<file path="src/rtl/bp_pkg.sv">
// Shared types and constants for the branch prediction read/resolve path.
package bp_pkg;

    localparam int unsigned IDX_W = 10;
    localparam int unsigned PC_W  = 32;

    // One in-flight branch: its PC and the direction predicted at fetch.
    typedef struct packed {
        logic [PC_W-1:0] pc;
        logic            pred;
    } bp_entry_t;

endpackage

</file>
<file path="src/rtl/bp_inflight_fifo.sv">
// In-order buffer of in-flight branch predictions with push, pop and flush.
module bp_inflight_fifo
    import bp_pkg::*;
#(
    parameter int unsigned DEPTH = 4
) (
    input  logic      clk_i,
    input  logic      rst_ni,
    input  logic      push_i,
    input  logic      pop_i,
    input  logic      flush_i,
    input  bp_entry_t wdata_i,
    output bp_entry_t head_o,
    output logic      full_o,
    output logic      empty_o
);

    localparam int unsigned PTR_W = $clog2(DEPTH);
    localparam logic [PTR_W:0] FullCnt = (PTR_W + 1)'(DEPTH);

    logic [PTR_W-1:0] head_q, head_d;
    logic [PTR_W-1:0] tail_q, tail_d;
    logic [PTR_W:0]   count_q, count_d;
    bp_entry_t        mem_q [DEPTH];
    bp_entry_t        mem_d [DEPTH];
    logic             push_ok, pop_ok;

    assign full_o  = (count_q == FullCnt);
    assign empty_o = (count_q == '0);
    assign head_o  = mem_q[head_q];

    // Never overrun or underrun, even if the caller forgets to gate.
    assign push_ok = push_i & ~full_o;
    assign pop_ok  = pop_i & ~empty_o;

    // Next-state for pointers, occupancy and storage; flush wins over everything.
    always_comb begin
        head_d  = head_q;
        tail_d  = tail_q;
        count_d = count_q;
        mem_d   = mem_q;
        if (flush_i) begin
            head_d  = tail_q;
            count_d = '0;
        end else begin
            if (push_ok) begin
                mem_d[tail_q] = wdata_i;
                tail_d        = tail_q + 1'b1;
            end
            if (pop_ok) begin
                head_d = head_q + 1'b1;
            end
            count_d = count_q + {{PTR_W{1'b0}}, push_ok} - {{PTR_W{1'b0}}, pop_ok};
        end
    end

    // Pointer and count registers with synchronous active-low reset.
    always_ff @(posedge clk_i) begin
        if (!rst_ni) begin
            head_q  <= '0;
            tail_q  <= '0;
            count_q <= '0;
        end else begin
            head_q  <= head_d;
            tail_q  <= tail_d;
            count_q <= count_d;
        end
    end

    // Entry storage is not reset; occupancy decides what is valid.
    always_ff @(posedge clk_i) begin
        mem_q <= mem_d;
    end

endmodule

</file>
<file path="src/rtl/bp_lookup_resolve.sv">
// Branch prediction lookup at fetch and outcome check at resolve.
module bp_lookup_resolve
    import bp_pkg::*;
#(
    parameter int unsigned DEPTH = 4,
    parameter int unsigned IDX_W = bp_pkg::IDX_W
) (
    input  logic             CLK,
    input  logic             RESET,
    input  logic             fetch_valid,
    input  logic [31:0]      fetch_pc,
    input  logic             fetch_is_br,
    input  logic [31:0]      fetch_target,
    output logic             fetch_ready,
    output logic [IDX_W-1:0] tbl_idx,
    input  logic             tbl_pred,
    output logic             pred_taken,
    output logic [31:0]      next_pc,
    input  logic             res_valid,
    input  logic             res_taken,
    input  logic [31:0]      res_target,
    output logic             mispredict,
    output logic [31:0]      redirect_pc,
    output logic             upd_isBranch,
    output logic             upd_isTaken,
    output logic [31:0]      upd_InstrPC,
    output logic             err_underflow
);

    bp_entry_t   head, wdata;
    logic        full, empty;
    logic        pop, kill, push;

    logic        mispredict_q, mispredict_d;
    logic [31:0] redirect_pc_q, redirect_pc_d;
    logic        upd_isBranch_q, upd_isBranch_d;
    logic        upd_isTaken_q, upd_isTaken_d;
    logic [31:0] upd_InstrPC_q, upd_InstrPC_d;
    logic        err_underflow_q, err_underflow_d;

    // Zero-latency lookup and next-PC selection.
    always_comb begin
        tbl_idx    = fetch_pc[IDX_W+1:2];
        pred_taken = fetch_valid & fetch_is_br & tbl_pred;
        next_pc    = pred_taken ? fetch_target : fetch_pc + 32'd4;
    end

    assign fetch_ready = ~full;
    assign pop         = res_valid & ~empty;
    // A wrong head prediction makes every younger entry wrong-path.
    assign kill        = pop & (res_taken != head.pred);
    assign push        = fetch_valid & fetch_is_br & fetch_ready & ~kill;
    assign wdata       = '{pc: fetch_pc, pred: pred_taken};

    bp_inflight_fifo #(
        .DEPTH (DEPTH)
    ) u_fifo (
        .clk_i   (CLK),
        .rst_ni  (RESET),
        .push_i  (push),
        .pop_i   (pop),
        .flush_i (kill),
        .wdata_i (wdata),
        .head_o  (head),
        .full_o  (full),
        .empty_o (empty)
    );

    // Resolve outputs: single-cycle pulses, zero when nothing resolved.
    always_comb begin
        mispredict_d    = kill;
        redirect_pc_d   = '0;
        upd_isBranch_d  = pop;
        upd_isTaken_d   = pop & res_taken;
        upd_InstrPC_d   = pop ? head.pc : '0;
        err_underflow_d = err_underflow_q | (res_valid & empty);
        if (kill) begin
            redirect_pc_d = res_taken ? res_target : head.pc + 32'd4;
        end
    end

    // Registered resolve outputs with synchronous active-low reset.
    always_ff @(posedge CLK) begin
        if (!RESET) begin
            mispredict_q    <= 1'b0;
            redirect_pc_q   <= '0;
            upd_isBranch_q  <= 1'b0;
            upd_isTaken_q   <= 1'b0;
            upd_InstrPC_q   <= '0;
            err_underflow_q <= 1'b0;
        end else begin
            mispredict_q    <= mispredict_d;
            redirect_pc_q   <= redirect_pc_d;
            upd_isBranch_q  <= upd_isBranch_d;
            upd_isTaken_q   <= upd_isTaken_d;
            upd_InstrPC_q   <= upd_InstrPC_d;
            err_underflow_q <= err_underflow_d;
        end
    end

    assign mispredict    = mispredict_q;
    assign redirect_pc   = redirect_pc_q;
    assign upd_isBranch  = upd_isBranch_q;
    assign upd_isTaken   = upd_isTaken_q;
    assign upd_InstrPC   = upd_InstrPC_q;
    assign err_underflow = err_underflow_q;

endmodule

</file>
<file path="config.mk">
export PLATFORM = sky130hd
export DESIGN_NAME = bp_lookup_resolve
export DESIGN_NICKNAME = d
export VERILOG_FILES = /design/src/rtl/bp_pkg.sv /design/src/rtl/bp_inflight_fifo.sv /design/src/rtl/bp_lookup_resolve.sv
export SDC_FILE = /design/constraint.sdc
export NUM_CORES = 1
export LEC_CHECK = 0
export BUFFER_PORTS_ARGS = -buffer_cell sky130_fd_sc_hd__buf_2
export CELL_PAD_IN_SITES_DETAIL_PLACEMENT = 0
export CELL_PAD_IN_SITES_GLOBAL_PLACEMENT = 2
export CORE_ASPECT_RATIO = 0.7
export CORE_MARGIN = 2
export CORE_UTILIZATION = 35
export CTS_CLUSTER_SIZE = 8
export DETAILED_ROUTE_END_ITERATION = 12
export PLACE_DENSITY = 0.79
export SLEW_MARGIN = 20
export SYNTH_ARGS = -nofsm -noshare
export SYNTH_HDL_FRONTEND = slang
export SYNTH_SLANG_ARGS = --single-unit
</file>
<file path="constraint.sdc">
create_clock -name CLK -period 3.4 [get_ports CLK]
set_input_delay 0.17 -clock CLK [delete_from_list [all_inputs] [get_ports CLK]]
set_output_delay 0.17 -clock CLK [all_outputs]
set_load 0.01 [all_outputs]
</file>
==> results of run 1 <==
[power groups by stage]
| stage | combinational, mW | sequential, mW | clock (mW) |
|---|---|---|---|
| final | 1.44 | 2.93 | 2.54 |
| after global routing | 1.58 | 2.94 | 2.71 |
| after CTS | 1.45 | 2.93 | 2.60 |
| after detailed placement | 1.39 | 2.98 | 0 |
| after global placement | 1.38 | 2.98 | 0 |
| after floorplan | 0.871 | 3.01 | 0 |
[area by class of cell]
cell class / instances / share of cell area (%)
clock inverter: 1 / 0.1732
tap: 325 / 3.518
multi-input combinational: 387 / 26.32
clock buffer: 45 / 6.799
timing repair buffer: 286 / 15.37
inverter: 16 / 0.5197
sequential: 207 / 47.30
[flip-flops by register name, indices dropped and copies added, names as in the netlist]
register,flops
mispredict,1
err_underflow,1
u_fifo.head_q,2
upd_InstrPC,32
upd_isTaken,1
u_fifo.mem_q,132
u_fifo.tail_q,2
redirect_pc,32
upd_isBranch,1
u_fifo.count_q,3
[per-layer routing]
layer | track usage, % | vias up | share of wire [%] | wire, um
met3 | 3.105 | 24 | 6.5 | 1475
met5 | 0 | - | 0 | 0
met1 | 28.39 | 2810 | 54 | 12330
met2 | 22.70 | 237 | 38 | 8616
li1 | - | 2956 | - | -
met4 | 3.562 | 0 | 1.5 | 350
[worst min-delay path, stage by stage]
cell	delay, ns
buf_2	0.08
o21ai_0	0.06
o21ba_2	0.21
[through the flow]
stage | setup WS (ns) | hold WS [ns]
after global routing | 0.1651 | 0.007217
final | 0.4234 | 0.01540
after detailed placement | 0.6061 | 0.4143
after CTS | 0.2574 | 0.001412
after floorplan | 0.5200 | 0.2689
after global placement | 0.6298 | 0.4130
[cell families after synthesis]
group                    share of synthesized area [%]
buffers and inverters                            3.468
adder cells (fa/ha/maj)                          1.365
AO/OA/AOI/OAI                                    5.402
XOR/XNOR                                         5.871
AND/OR/NAND/NOR                                  11.58
multiplexers                                     10.22
flip-flops                                       62.09
[layout by cell type (no fill, tap or decap), types with 28 or more instances in the layout]
master	Yosys	layout
buf_2	3	214
nand2_1	53	53
dlygate4sd3_1	0	61
and3_1	40	39
nor2_1	29	29
dfxtp_1	75	74
xnor2_1	31	31
o21ai_0	49	49
clkbuf_16	0	29
edfxtp_1	132	132
xor2_1	28	28
[timing repair]
| item | in CTS | in global routing |
|---|---|---|
| resized for setup | 0 | 1 |
| endpoints found under the hold margin | 151 | 0 |
| endpoints found under the setup margin | 0 | 1 |
| hold buffers | 61 | 0 |
[worst min-delay path by stage]
stage | from | end | slack (ns) | cells past startpoint
after floorplan | fetch_pc[0] | u_fifo.mem_q[100] | 0.27 | 0
after global placement | res_target[4] | redirect_pc[4] | 0.41 | 3
after detailed placement | res_target[4] | redirect_pc[4] | 0.41 | 3
after CTS | fetch_pc[4] | u_fifo.mem_q[5] | 0.001 | 1
after global routing | fetch_pc[27] | u_fifo.mem_q[61] | 0.007 | 1
final | res_target[22] | redirect_pc[22] | 0.02 | 3
==> results summary, run 1 <==
The routed layout has approximately 6000 vias. The die covers 0.02645 mm2. The max-slew violation count is 0. The stage delay of the slowest cell on the critical path came out at ~0.53 ns.

Broken down by cell family, the worst path's largest delay share belongs to simple AND/OR/NAND/NOR gates. The count of nets left with antenna violations after detail routing is 0. The die is 193.5 um wide. Derived from the worst setup path, the maximum achievable clock frequency is approximately 340 MHz. The depth of the most critical reg-to-reg path is 9. The number of levels the H-tree was split into is 1.

Counting both buffers and inverters, the worst setup path holds a total of 3. The area after detailed placement is roughly 0.010 mm2. The instance count after placement with tap cells included is between 1000 and 1500. In the synthesized netlist, the cells that appear most often are edfxtp_1 (132), dfxtp_1 (75), nand2_1 (53).

Yosys mapped a number of flops with a built-in enable equal to 132. The aggregate global routing overflow came out at 0. In the final layout, the multi-input gates occupy 0.003042 mm2. The number of nets in the layout came out at 1039. The peak fanout along the critical path came out at 8. The number of cells produced by synthesis is 654.

The critical path runs through a total of 10 cells. The overall routed net length is about 23000 um. The most repeated cell in the gate-level netlist after synthesis is edfxtp_1.

The remaining max-slew budget at the tightest pin is 53.26%. On the critical path, the stage with the largest delay is an instance of dlygate4sd3_1. The ratio of routed vias to standard cells is approximately 4.8. Setup repair after global routing left no endpoint under its margin. In this run, the combinational gates consume approximately a fifth of the power. The sequential power share came out at 42.5%. The fill cell total of the finished layout came out at about 2200. The longest clock path from root to sink contains 3 buffers. Following the worst setup path forward leads to its endpoint at next_pc[28]. The proportion of layout cells with a drive suffix above 1 is a little under a third.

After the first detailed-routing iteration, the DRC count stood at between 300 and 400. The cell that appears most often on the critical path is buf_2. The synthesized netlist net count came out at approximately 770. Pin placement for this block handled between 200 and 250 I/O pins. The final instance area came out at approximately 0.012 mm2. For the worst setup path, the data arrival time is roughly 2.8 ns. STA classifies the critical path endpoint as an output pin. The worst register-to-register path begins at u_fifo.head_q[0]. The average instance area after synthesis came out at around 13 um2.

For this design, the sink count on the clock tree is between 200 and 250. The core area came out at 0.02468 mm2. The worst-case vdd ir drop came out at roughly 440 uV. In the synthesized netlist the async set-or-reset flop fraction comes to 0%.

The setup total negative slack came out at 0 ns. Across the run, the number of max-cap violations was 0. The repair_antennas step left the layout with diodes totalling 0. Summed over its instances, the top area cell type makes up a little under half of the synthesized netlist area. The utilization after layout came out at between 40% and 50%.

The internal power of the cells totals slightly above 5 mW. The required arrival time at the worst endpoint is ~3.2 ns. The first global-routing pass estimated approximately 35000 um of wire. The switching power is 1.864 mW. The latest clock arrival within the worst-skew pair is between 0.5 and 0.6 ns. The worst setup slack for register-to-register paths is ~0.61 ns. The post-route DRC violation count came out at 0. The row count came out at 48.

The clock-pin slew on the worst setup and hold paths is approximately 0.050 ns. The total power consumption of the routed design came out at between 6 and 7 mW. The clock skew after layout came out at approximately 0.015 ns. The tree is rooted in a clkbuf_16. The total of endpoints with negative setup slack in the final report is 0. In this run the worst hold path is classified as in -> reg. The sequential cell area in the final layout is ~0.0055 mm2. The clock network accounts for between 30% and 40% of the total power. The global placer's final weighted congestion came out at approximately 0.76. The initial antenna violation count came out at 0.

The total of warnings raised by yosys is 0. The switching share of power came out at a little over a quarter. In the final routed layout, each cell accounts on average for 17.97 um. The die is 136.7 um tall. The flow ran to the end, and the final reports show no timing, DRC or antenna violations. The fraction of the yosys area taken by sequential cells came out at 62.09%.

The synthesized design contains around 210 register bits. The pin count of the biggest net entering global routing came out at 57. The most critical setup path has its startpoint at fetch_pc[3].

The kind of start point of the critical path is an input pin. Sorting the synthesized cells by area gives the leading types as edfxtp_1 (45%), dfxtp_1 (17%), mux4_1 (4.8%), mux4_2 (4.1%), xnor2_1 (3.1%). The total of buffers placed on input and output ports came out at 214. The via count of the first global-routing pass came out at between 5000 and 6000. Buffers inserted during clock tree synthesis total 29.

For this configuration, the core starts out at a cell density of between 30% and 40%. For the finished layout, the period the worst path requires is approximately 3.0 ns. The clock tree from TritonCTS is done.

Once the clock tree was built, the setup fixing pass inserted 0 buffers. The post-route fraction of the period consumed by the critical path came out at between 80% and 90%. The slew at the pin closest to its max-slew limit came out at 0.6957 ns. The final hold violation count is 0. The path type of the worst setup path is in -> out.

The first detailed-routing pass took 4 iterations. The area growth from synthesis to layout is 31.30%. The power density over cell area is 597.3 mW/mm2. The number of standard cells in the final layout excluding fillers came out at between 1000 and 1500.

The leakage power figure came out at ~4.6 nW. The netlist area before placement is ~0.0088 mm2. For this run, the leading register cell type out of synthesis is edfxtp_1. For this run, the total global-route usage over all layers was measured as 17.14%. Yosys mapped the design onto 45 distinct sky130hd cell types. The signal on the critical path passes through dlygate4sd3_1 > buf_2 > ha_1 > nand3_1 > nor3_4 > nand4_1 > nor3_1 > xnor2_1 > o21ai_1 > buf_2. The half-perimeter wire length of the detailed placement result is around 16000 um.

The largest area contributor in the netlist is edfxtp_1. The endpoint of the most critical register-to-register path is u_fifo.count_q[2].
Note: power is estimated with default switching activity, not from simulation.
==> run 2, diff against run 1 <==
--- a/config.mk
+++ b/config.mk
@@ -13,6 +13,7 @@
 export CORE_UTILIZATION = 35
 export CTS_CLUSTER_SIZE = 8
 export DETAILED_ROUTE_END_ITERATION = 12
+export HOLD_SLACK_MARGIN = 0.02
 export PLACE_DENSITY = 0.79
 export SLEW_MARGIN = 20
 export SYNTH_ARGS = -nofsm -noshare
==> run 2 against run 1 <==
Register-to-register slack is essentially flat. Clock power is essentially flat. Sequential power is essentially flat. Worst hold slack gained 0.038 ns. Clock skew shrank 0.0012 ns. Flip-flop and latch count is the same.
==> results summary, run 2 (synthesis gave the netlist of run 1 again) <==
The run finished with clean final reports. The synthesis-to-finish area growth came out at 31.76%. The worst-case hold path end point is redirect_pc[1]. Clock tree synthesis selected as its root buffer the cell clkbuf_16. The worst-case vdd ir drop came out at 437.2 uV (+0.17%). The setup total negative slack is 0 ns (unchanged). The half-perimeter wire length of the detailed placement result is 15680 um (unchanged). The endpoint class of the critical path is an output pin.

The post-route minimum period came out at 2.988 ns (+0.01124 ns). The detail-routed net length per standard cell came out at 17.94 um (-0.14%). The via count of the first global-routing pass was 5849 (+0.10%). The pin count of the biggest net entering global routing is 57 (unchanged). The wire length of the first global-routing pass was 35130 um (+0.31%). The slew at the pin closest to its max-slew limit is 0.6935 ns (-0.002189 ns). The stage delay of the slowest cell on the critical path is 0.53 ns (about the same). The chip width came out at 193.5 um (unchanged). The overall routed net length was 22810 um (+0.18%).

The clock skew after layout is 0.01392 ns (-0.001153 ns). The minimum setup slack after placement came out at 0.6061 ns (unchanged). The instance count along the most critical hold path was 3 (unchanged).

The total track usage was 17.20% (+0.060 points). The worst setup slack for register-to-register paths is 0.61 ns (about the same). The global placer's final weighted congestion is 0.7585 (unchanged). The count of nets left with antenna violations after detail routing is 0 (unchanged). The total of buffers placed on input and output ports came to 214 (unchanged). The final hold violation count is 0 (unchanged).

The setup path with the least slack is of type in -> out. The most common cell after layout, fill and taps aside is buf_2. The number of levels the H-tree was split into is 1 (unchanged). The initial core utilization is 35.66% (unchanged). The kind of start point of the critical path is an input pin. The total of endpoints with negative setup slack in the final report came out at 0 (unchanged). The power density over cell area is 595.5 mW/mm2 (-0.30%). The core area is 0.02468 mm2 (unchanged). The max-slew violation count came out at 0 (unchanged).

The worst register-to-register path ends at u_fifo.count_q[2]. Walking the worst path, the cells encountered are dlygate4sd3_1 > buf_2 > ha_1 > nand3_1 > nor3_4 > nand4_1 > nor3_1 > xnor2_1 > o21ai_1 > buf_2. The slowest library cell on the worst path is dlygate4sd3_1. The cell that appears most often on the critical path is buf_2. The count of buffers added by post-CTS timing repair for setup is 0 (unchanged). The worst register-to-register path begins at u_fifo.head_q[0].

The leakage power figure came out at 4.592 nW (+0.37%). The highest clock rate came out at 334.7 MHz (-0.38%). The first-pass iteration count of the detailed router is 4 (unchanged). The number of sinks handled by clock tree synthesis is 207 (unchanged).

The number of diodes added for antenna fixing came out at 0 (unchanged). The startpoint identified for the worst hold timing path is res_taken. The total die area was 0.02645 mm2 (unchanged).

The count of routing violations after the opening detailed-route iteration was 434 (+14%). The TritonCTS buffer count was 29 (unchanged). The final setup slack of the worst path is 0.4122 ns (-0.01124 ns). The number of nets in the layout came to 1043 (+0.38%). The clock tree from TritonCTS is done. The kind of path behind the tightest hold check is in -> reg. The required arrival time at the worst endpoint is 3.23 ns (about the same). The worst-case clock buffer depth is 3 (unchanged). The ratio of routed vias to standard cells came out at 4.745 (-0.25%).

The number of primary I/O pins came to 215 (unchanged). The proportion of layout cells with a drive suffix above 1 came out at 30.34% (-0.13 points). The peak fanout along the critical path was 8 (unchanged). Setup repair after global routing left no endpoint under its margin. The remaining max-slew budget at the tightest pin is 53.41% (+0.15 points). The routed via count came out at 6031 (+0.066%). The latest clock arrival within the worst-skew pair is 0.54 ns (about the same). The arrival time reported for the critical path endpoint is 2.82 ns (about the same). The number of flip-flops under the largest register name came out at 132 (unchanged). The max-capacitance violation count is 0 (unchanged). The aggregate global routing overflow came to 0 (unchanged).

The worst hold-check slack came to 0.05344 ns (+0.03803 ns). The depth of the most critical reg-to-reg path is 9 (unchanged). The clock-pin slew on the worst setup and hold paths is 0.05 ns (about the same). The floorplan die height came out at 136.7 um (unchanged). The utilization after layout came to 46.98% (+0.16 points). u_fifo.mem_q holds more flip-flops than any other register. The post-route DRC violation count is 0 (unchanged). The library cells used most frequently in the layout, excluding fill and tap cells, are buf_2 (214), edfxtp_1 (132), dfxtp_1 (74), dlygate4sd3_1 (65), nand2_1 (53). The initial antenna violation count is 0 (unchanged). The row count is 48 (unchanged). The post-route fraction of the period consumed by the critical path came out at 87.88% (+0.33 points).
[run 2: cell count changes in the layout (fill, tap and decap cells not counted)]
cell / before / now
dlygate4sd3_1: 61 / 65
[run 2: how the worst max path moves through the flow]
stage | endpoint | slack (ns) | from
2_1_floorplan | u_fifo.mem_q[0] | 0.52 | u_fifo.head_q[0]
4_1_cts | next_pc[28] | 0.26 | fetch_pc[2]
3_3_place_gp | u_fifo.count_q[2] | 0.63 | u_fifo.head_q[0]
5_1_grt | next_pc[28] | 0.17 | fetch_pc[3]
6_report | next_pc[28] | 0.41 | fetch_pc[3]
3_5_place_dp | u_fifo.count_q[2] | 0.61 | u_fifo.head_q[0]
[run 2: power by group]
group | leakage [nW] | internal, mW | switching, mW
registers | 1.81 | 2.88 | 0.0541
clock network | 0.386 | 1.56 | 0.975
logic | 2.40 | 0.604 | 0.836
total | 4.59 | 5.04 | 1.86
[run 2: area by class of cell]
class / instances / area [um2]
Sequential cell: 207 / 5466
Fill cell: 2238 / 13090
Clock inverter: 1 / 20.02
Timing Repair Buffer: 290 / 1817
Multi-Input combinational cell: 387 / 3042
Clock buffer: 45 / 785.8
Inverter: 16 / 60.06
Tap cell: 325 / 406.6
[run 2: repair_timing]
item	4_1_cts	5_1_grt
hold buffers	65	0
endpoints found under the setup margin	0	1
endpoints found under the hold margin	161	0
gates resized for setup	0	1
[run 2: routing by layer]
layer | vias up | track usage (%) | share of wire [%]
li1 | 2965 | - | -
met1 | 2798 | 28.44 | 54
met2 | 244 | 22.86 | 38
met3 | 24 | 3.105 | 6.9
met4 | 0 | 3.562 | 1.5
met5 | - | 0 | 0
[run 2: metrics by stage]
step / power [mW] / instances / instance area, um2
2_1_floorplan: 3.882 / 654 / 8802
6_report: 6.906 / 1271 / 11600
5_1_grt: 7.233 / 1271 / 11600
3_3_place_gp: 4.359 / 1160 / 10130
4_1_cts: 6.986 / 1271 / 11590
3_5_place_dp: 4.369 / 1160 / 10130
[run 2: critical path: cells and delay by family]
kind / cells / cell delay [ns]
compound gates: 1 / 0.08
simple gates: 4 / 1.21
buf+inv: 3 / 0.95
fa+ha+maj: 1 / 0.23
xor+xnor: 1 / 0.17
==> run 3, diff against run 2 <==
--- a/config.mk
+++ b/config.mk
@@ -15,7 +15,7 @@
 export DETAILED_ROUTE_END_ITERATION = 12
 export HOLD_SLACK_MARGIN = 0.02
 export PLACE_DENSITY = 0.79
-export SLEW_MARGIN = 20
+export SLEW_MARGIN = 15
 export SYNTH_ARGS = -nofsm -noshare
 export SYNTH_HDL_FRONTEND = slang
 export SYNTH_SLANG_ARGS = --single-unit
==> constraint.sdc (replaced) <==
create_clock -name CLK -period 3.9 [get_ports CLK]
set_input_delay 0.195 -clock CLK [delete_from_list [all_inputs] [get_ports CLK]]
set_output_delay 0.195 -clock CLK [all_outputs]
set_load 0.01 [all_outputs]
==> run 3 against run 2 <==
Non-clock buffer count shrank 6. Sequential share of layout area grew 0.29 points. Critical path depth is the same. Critical path type unchanged. Via count grew 1.0%. Worst hold slack lost 0.0040 ns. Final cell count shrank 0.39%.
==> results summary, run 3 (synthesis gave the netlist of run 1 again) <==
Of the available clock period, the critical path in the final layout requires about four fifths. The remaining max-slew budget at the tightest pin is 56.40% (+3.0 points). The critical path ends at next_pc[28]. The root buffer cell is clkbuf_16. The stage delay of the slowest cell on the critical path came out at 0.56 ns (+0.03 ns).

The utilization after layout is 46.70% (-0.29 points). The fraction of met2 tracks used by global routing is 22.60% (-0.26 points). The aggregate global routing overflow came out at 0 (unchanged).

The proportion of layout cells with a drive suffix above 1 was 30.32% (about the same). The total of buffers placed on input and output ports is 214 (unchanged). The arrival time reported for the critical path endpoint was 2.99 ns (+0.17 ns).

The synthesis-to-finish area growth is 30.95%. The leakage power figure came to 4.550 nW (-0.91%). The post-cts gate resize count came out at 0 (unchanged).

The core area came to 0.02468 mm2 (unchanged). The ratio of routed vias to standard cells is 4.813 (+1.4%). The pin count of the biggest net entering global routing is 67 (+18%). The number of flip-flops under the largest register name came out at 132 (unchanged). The worst-case vdd ir drop is 357.3 uV (-18%). The cell count along the critical path came out at 10 (unchanged). After global routing, the most crowded layer is met1. The half-perimeter wire length of the detailed placement result is 15710 um (+0.16%). The setup total negative slack was 0 ns (unchanged). The row count came out at 48 (unchanged). The number of nets in the layout came to 1037 (-0.58%). The initial antenna violation count is 0 (unchanged).

The clock skew after layout came out at 0.009758 ns (-0.004166 ns). The count of routing violations after the opening detailed-route iteration is 467 (+7.6%). The total die area was 0.02645 mm2 (unchanged). Setup repair after global routing left no endpoint under its margin. The worst hold-check slack came out at 0.04943 ns (-0.004011 ns). The number of sinks handled by clock tree synthesis is 207 (unchanged). Counting flops per register, the top entry is u_fifo.mem_q.

The met3 routing resource usage after global routing came out at 3.204% (+0.099 points). The slew at the pin closest to its max-slew limit came out at 0.6540 ns (-0.03956 ns). The kind of start point of the critical path is an input pin. The power density over cell area is 522.9 mW/mm2 (-12%). The global placer's final weighted congestion came out at 0.7612 (+0.36%). The count of buffers added by post-CTS timing repair for setup is 0 (unchanged).

Derived from the worst setup path, the maximum achievable clock frequency is ~310 MHz. The worst setup path is of the in -> out kind. The max-capacitance violation count is 0 (unchanged). The post-route DRC violation count is 0 (unchanged). The number of levels the H-tree was split into was 1 (unchanged).

The run finished with clean final reports. The cell that appears most often on the critical path is buf_2. The floorplan die height is 136.7 um (unchanged). TritonCTS built the clock tree. The number of primary I/O pins came out at 215 (unchanged).

The count of nets left with antenna violations after detail routing came out at 0 (unchanged). The total track usage is 17.32% (+0.12 points). The wire length of the first global-routing pass is 35250 um (+0.34%).

The total of endpoints with negative setup slack in the final report was 0 (unchanged). The tightest min-delay check is of the in -> reg type. The first-pass iteration count of the detailed router came out at 5 (+1). Broken down by cell family, the worst path's largest delay share belongs to simple AND/OR/NAND/NOR gates. The routed via count came to 6093 (+1.0%). The depth of the most critical reg-to-reg path is 8 (-1). In the layout the commonest cells are buf_2 (214), edfxtp_1 (132), dfxtp_1 (74), dlygate4sd3_1 (61), nand2_1 (53). The initial core utilization came out at 35.66% (unchanged). The detail-routed net length per standard cell came out at 18.36 um (+2.3%).

The worst-case clock buffer depth came out at 3 (unchanged). The TritonCTS buffer count was 29 (unchanged). The final hold violation count is 0 (unchanged).

The latest clock arrival within the worst-skew pair is 0.53 ns (about the same). Leaving out fill and tap cells, the most frequent cell in the layout is buf_2. The global routing usage on met1 came out at 28.96% (+0.52 points). The required arrival time at the worst endpoint is 3.70 ns (+0.47 ns).

The fill cell total of the finished layout was 2232 (-0.27%). The overall routed net length is 23250 um (+1.9%). The buffers plus inverters on the worst setup path is 3 (unchanged). The worst register-to-register path begins at u_fifo.head_q[0]. The most critical setup path has its startpoint at fetch_pc[3]. STA classifies the critical path endpoint as an output pin. Traced cell by cell, the critical path runs through dlygate4sd3_1 > buf_2 > ha_1 > nand3_1 > nor3_2 > nand4_1 > nor3_1 > xnor2_1 > o21ai_1 > buf_2. The via count of the first global-routing pass is 5783 (-1.1%). In this run the critical register-to-register path is captured at redirect_pc[14]. The post-route minimum period came out at 3.189 ns. The clock-pin slew on the worst setup and hold paths is 0.05 ns (about the same). The chip width was 193.5 um (unchanged).

The worst setup slack for register-to-register paths came out at 0.95 ns (+0.34 ns). The max-slew violation count is 0 (unchanged). The peak fanout along the critical path is 8 (unchanged). The slowest library cell on the worst path is nor3_2.
[run 3: cell types whose count changed in the layout (fill, tap and decap cells not counted), sizes merged]
| cell | previous run | this run |
|---|---|---|
| dlygate4sd3 | 65 | 61 |
| buf | 225 | 223 |
| diode | 0 | 1 |
[run 3: through the flow]
step / cells / area (um2) / power (mW) / setup slack [ns]
after floorplan: 654 / 8802 / 3.384 / 1.020
after global placement: 1158 / 10110 / 3.797 / 0.9562
after CTS: 1265 / 11520 / 6.089 / 0.7095
final: 1266 / 11530 / 6.027 / 0.7105
after detailed placement: 1158 / 10110 / 3.800 / 0.9655
after global routing: 1265 / 11520 / 6.308 / 0.4113
[run 3: worst min-delay path by stage]
stage | from | to | slack [ns] | cells past startpoint
2_1_floorplan | fetch_pc[0] | u_fifo.mem_q[100] | 0.29 | 0
3_3_place_gp | fetch_pc[0] | u_fifo.mem_q[100] | 0.45 | 1
3_5_place_dp | res_target[2] | redirect_pc[2] | 0.45 | 3
4_1_cts | fetch_pc[27] | u_fifo.mem_q[61] | 0.02 | 1
5_1_grt | fetch_pc[27] | u_fifo.mem_q[61] | 0.03 | 1
6_report | fetch_pc[27] | u_fifo.mem_q[61] | 0.05 | 1
[run 3: layout make-up]
cell class	instances	area [um2]	area share [%]
antenna	1	2.502	0.02171
clock buffer	45	785.8	6.817
clock inverter	1	20.02	0.1737
inverter	16	60.06	0.5211
multi-input combinational	387	3035	26.34
sequential	207	5466	47.43
tap	325	406.6	3.528
timing repair buffer	284	1749	15.18
[run 3: timing repair]
item / in CTS / in global routing
hold buffers: 61 / 0
hold endpoints to repair: 146 / 0
endpoints found under the setup margin: 0 / 0
[run 3: power breakdown]
group          leakage (nW)  switching (mW)  internal, mW  total, mW
registers              1.81          0.0462          2.51       2.55
logic                  2.36           0.733         0.512       1.25
clock network         0.386           0.866          1.36       2.23
[run 3: metal layers]
metal / wire length, um / part of all wire [%]
met2: 8608 / 37
met4: 289 / 1.2
met5: 0 / 0
met3: 1621 / 7.0
met1: 12730 / 55
